==> config.mk <==
export PLATFORM = sky130hd
export DESIGN_NAME = restoring_divider_ctrl
export DESIGN_NICKNAME = d
export VERILOG_FILES = /design/src/rtl/restoring_divider_ctrl.sv
export SDC_FILE = /design/constraint.sdc
export NUM_CORES = 1
export LEC_CHECK = 0
export CAP_MARGIN = 20
export CORE_ASPECT_RATIO = 1.25
export CORE_MARGIN = 2
export CORE_UTILIZATION = 45
export CTS_CLUSTER_DIAMETER = 40
export DETAILED_ROUTE_END_ITERATION = 6
export GPL_ROUTABILITY_DRIVEN = 0
export PLACE_DENSITY_LB_ADDON = 0.12
export SLEW_MARGIN = 20
export SYNTH_ARGS = -nofsm -noshare
export SYNTH_HDL_FRONTEND = slang
export SYNTH_SLANG_ARGS = --single-unit
==> constraint.sdc <==
create_clock -name clk -period 2.7 [get_ports clk]
set_input_delay 0.405 -clock clk [delete_from_list [all_inputs] [get_ports clk]]
set_output_delay 0.405 -clock clk [all_outputs]
set_load 0.05 [all_outputs]
==> src/rtl/restoring_divider_ctrl.sv <==
// 4-bit unsigned restoring divider that reuses an external adder_subtractor.
// Ports: clk/rst, start/dividend/divisor in; as_* adder drive and return;
// busy/done/quotient/remainder/div_by_zero results.
module restoring_divider_ctrl #(
  parameter int WIDTH = 4,
  parameter int ITER  = WIDTH
) (
  input  logic             clk,
  input  logic             rst,
  input  logic             start,
  input  logic [WIDTH-1:0] dividend,
  input  logic [WIDTH-1:0] divisor,
  output logic             as_select,
  output logic [WIDTH-1:0] as_a,
  output logic [WIDTH-1:0] as_b,
  input  logic [WIDTH-1:0] as_r,
  input  logic             as_cout,
  input  logic             as_ovf,
  output logic             busy,
  output logic             done,
  output logic [WIDTH-1:0] quotient,
  output logic [WIDTH-1:0] remainder,
  output logic             div_by_zero
);

  localparam int CW = $clog2(ITER);

  typedef enum logic [1:0] {
    S_IDLE,
    S_ITER,
    S_DONE
  } state_e;

  state_e           state_q, state_d;
  logic [WIDTH-1:0] r_q, r_d;
  logic [WIDTH-1:0] q_q, q_d;
  logic [WIDTH-1:0] d_q, d_d;
  logic [CW-1:0]    count_q, count_d;
  logic [WIDTH-1:0] quot_q, quot_d;
  logic [WIDTH-1:0] rem_q, rem_d;
  logic             dbz_q, dbz_d;
  logic [WIDTH-1:0] s;

  // R stays below D (<= 7), so its top bit never feeds the shift;
  // ovf is meaningless for an unsigned divide.
  logic unused_sigs;
  assign unused_sigs = as_ovf ^ r_q[WIDTH-1];

  always_ff @(posedge clk or posedge rst) begin
    if (rst) begin
      state_q <= S_IDLE;
      r_q     <= '0;
      q_q     <= '0;
      d_q     <= '0;
      count_q <= '0;
      quot_q  <= '0;
      rem_q   <= '0;
      dbz_q   <= 1'b0;
    end else begin
      state_q <= state_d;
      r_q     <= r_d;
      q_q     <= q_d;
      d_q     <= d_d;
      count_q <= count_d;
      quot_q  <= quot_d;
      rem_q   <= rem_d;
      dbz_q   <= dbz_d;
    end
  end

  always_comb begin
    state_d   = state_q;
    r_d       = r_q;
    q_d       = q_q;
    d_d       = d_q;
    count_d   = count_q;
    quot_d    = quot_q;
    rem_d     = rem_q;
    dbz_d     = dbz_q;
    as_select = 1'b0;
    as_a      = '0;
    as_b      = '0;
    // Shift the next dividend bit into the partial remainder.
    s         = {r_q[WIDTH-2:0], q_q[WIDTH-1]};
    unique case (state_q)
      S_IDLE: begin
        if (start) begin
          if (divisor != '0) begin
            q_d     = dividend;
            d_d     = divisor;
            r_d     = '0;
            count_d = CW'(ITER - 1);
            state_d = S_ITER;
          end else begin
            quot_d  = '1;
            rem_d   = dividend;
            dbz_d   = 1'b1;
            state_d = S_DONE;
          end
        end
      end
      S_ITER: begin
        as_select = 1'b1;
        as_a      = s;
        as_b      = d_q;
        // cout=1 means no borrow: keep the difference, quotient bit 1.
        r_d       = as_cout ? as_r : s;
        q_d       = {q_q[WIDTH-2:0], as_cout};
        count_d   = count_q - 1'b1;
        if (count_q == '0) begin
          quot_d  = q_d;
          rem_d   = r_d;
          dbz_d   = 1'b0;
          state_d = S_DONE;
        end
      end
      S_DONE: begin
        state_d = S_IDLE;
      end
      default: begin
        state_d = S_IDLE;
      end
    endcase
  end

  assign busy        = (state_q != S_IDLE);
  assign done        = (state_q == S_DONE);
  assign quotient    = quot_q;
  assign remainder   = rem_q;
  assign div_by_zero = dbz_q;

endmodule

==> results by group <==
Global routing
  – Largest net degree at the start of global routing: 26
  – Initial antenna violation count: 0
  – GRT Util Overall: a little under a fifth
  – Gr ovfl total: 0
  – First-pass GRT wire length: between 4000 and 5000 um
  – Vias in the first global route: 1000

STA
  – Clock Skew: around 1.7 ps
  – Final worst path period need: around 2500 ps
  – Final worst slack: 197.3 ps
  – Final period util: about 93%
  – Fmax: roughly 400 MHz
  – Endpoints failing setup: 0
  – Unrepaired setup endpoints after global routing: false
  – Hold slack: between 400 and 500 ps
  – Count of final max-slew check failures: 0
  – Final hold violation count: 0
  – Setup TNS: 0 ps
  – Slew margin rel.: between 50% and 60%
  – Tightest Pin Transition: 635.3 ps

Clock tree
  – Max H-tree Level: 1
  – Root Buffer: clkbuf_4
  – CTS clk-pin slew, worst paths: roughly 130 ps
  – Post-CTS setup buffers: 0
  – Num Clock Sinks: 24
  – # resized after CTS: 0
  – Clock Latency Late Sink: approximately 310 ps
  – CTS tree: yes
  – Cts hold-fix bufs: 0
  – Clk buf depth: 2
  – Total CTS buffers: 3

Routing
  – Antenna Nets Post-Route: 0
  – # DRC: 0
  – Drt pass-1 iters: 4
  – Via count: 997
  – Routed length per instance: 14.19 um
  – Total Wirelength: roughly 2700 um
  – DRT iter0 DRCs: 30
  – Vias per cell: 5.275

Run status
  – Status: complete, no violations

Flow run
  – Total of max-cap violations: 0

Critical path
  – Worst setup SP type: flip-flop
  – Worst EP arrival: between 2000 and 2500 ps
  – Crit-path max cell delay: between 800 and 900 ps
  – CP endpoint kind: output port
  – Crit-path slowest cell: clkdlybuf4s50_1
  – WP data required: approximately 2300 ps
  – Worst-path fanout max: 10
  – WS Path Type: flip-flop to output port
  – Crit-path cells: nand2b_1 > inv_2 > clkdlybuf4s50_1

Finish
  – Fin cells: roughly 190
  – Area grow syn2layout: 33.23%
  – Fill cells: 251
  – Proportion of layout cells with a drive suffix above 1: around a fifth
  – Ant diodes: 0
  – End-of-flow core utilization: between 60% and 70%
  – NumNets Final: between 150 and 200
  – Multi-input logic area: roughly 550 um^2
  – Design Area, Final: 1620 um^2
  – Reg area: between 600 and 700 um^2

Floorplanning
  – Core Footprint: roughly 2600 um^2
  – Die Area: between 3000 and 4000 um^2
  – Rows: 21
  – Die H: between 60 and 70 um
  – Ports: 37
  – Initial core utilization: between 40% and 50%
  – Die W: 50.50 um

Placement
  – Port buffer count: 35
  – Placement Cell Area: about 1600 um^2
  – DP Cell Count: 185
  – Worst slack, placed: between 300 and 400 ps
  – DP Wirelength: about 2000 um

Logic synthesis
  – Post-synth top cells: dfrtp_1 (24), a21oi_1 (15), nor2_1 (9)
  – Post-Syn Nets: roughly 140
  – Count of flip-flops with a built-in enable after synthesis: 0
  – Cell taking the most area after synthesis: dfrtp_1
  – Main synth FF type: dfrtp_1
  – Cell Area, Synth: about 1200 um^2
  – Synth warnings: 0
  – Main area contributors after synthesis: dfrtp_1 (49%), mux2_2 (6.5%), a21oi_1 (6.2%), mux2i_1 (4.9%), and2_1 (4.1%)
  – Mapped Avg Cell Area: between 10 and 15 um^2
  – Sequential area share after synthesis: about half
  – Post-synthesis async set-or-reset flop share: 100.0%
  – Yosys cell types: 29
  – Post-synth top area share: 49.38%
  – Synth Register Bits: 24
  – Most common cell in the netlist: dfrtp_1
  – Cells after synthesis: 118

Pwr
  – Lkg Pwr: approximately 0.75 nW
  – Total Power: between 2 and 2.5 mW
  – Peak VDD IR: 638.0 uV
  – Pwr/cell area: about 1400 nW/um^2

Worst hold path
  – HP Class: primary input to async pin
==> power breakdown <==
part / total, mW / switching [mW] / internal (mW)
Combinational: 1.36 / 0.859 / 0.505
Clock: 0.188 / 0.105 / 0.0823
Sequential: 0.644 / 0.115 / 0.528
==> critical path, delay by kind of cell, from the launching register on <==
family / cells / cell delay (ps)
DFF: 1 / 540
and+or+nand+nor: 1 / 310
buffers and inverters: 2 / 940
==> per-layer routing <==
| metal | global-route usage [%] | wire (um) |
|---|---|---|
| met5 | 0 | 0 |
| met1 | 23.90 | 1136 |
| met2 | 33.88 | 1444 |
| met4 | 5.068 | 15 |
| met3 | 2.163 | 85 |
==> cell families (layout without fill, tap and decap cells) <==
kind of cell	after synthesis	after routing	synth area share (%)
compound gates	30	30	14.61
flops	24	24	49.38
mux	16	16	15.12
fa+ha+maj	1	1	1.029
simple gates	33	33	14.81
buf+inv	14	51	5.040
==> sequential cells by signal (all words and copies together) (netlist names) <==
signal       count
d_q              4
q_q              4
count_q          2
quotient         4
remainder        4
div_by_zero      1
state_q          2
r_q              3
==> placed cells by master (no fill, tap or decap), types with 2 or more instances in the layout <==
cell              n
nor2_1            9
clkbuf_4          3
a31oi_1           4
a21oi_1          15
mux2_2            7
nand2_1           4
dfrtp_1          24
inv_1             8
nand3b_1          2
nand2b_1          3
mux2_4            3
mux2i_1           6
nor2b_1           2
clkdlybuf4s50_1  27
and2_1            8
o21ai_0           5
buf_4            11
o22ai_1           2
a211oi_1          2
==> final cells by class <==
| class | instances | area share [%] |
|---|---|---|
| sequential | 24 | 37.07 |
| multi-input combinational | 80 | 34.21 |
| timing repair buffer | 38 | 21.78 |
| tap | 34 | 2.625 |
| clock buffer | 4 | 2.239 |
| inverter | 9 | 2.085 |
==> path summary, 6_finish.rpt <==
kind	startpoint	to	slack, ps	cells past startpoint
max	state_q[0]$_DFFE_PP0P_	as_select	200	3
min	rst	quotient[1]$_DFFE_PP0P_	420	3
max reg2reg	state_q[0]$_DFFE_PP0P_	remainder[3]$_DFFE_PP0P_	710	5
min reg2reg	count_q[0]$_DFFE_PP0P_	count_q[0]$_DFFE_PP0P_	500	1
max in group asynchronous	rst	q_q[1]$_DFFE_PP0P_	2040	3
min in group clk	count_q[0]$_DFFE_PP0P_	count_q[0]$_DFFE_PP0P_	500	1
No activity file was read; power rests on OpenSTA's default activity.
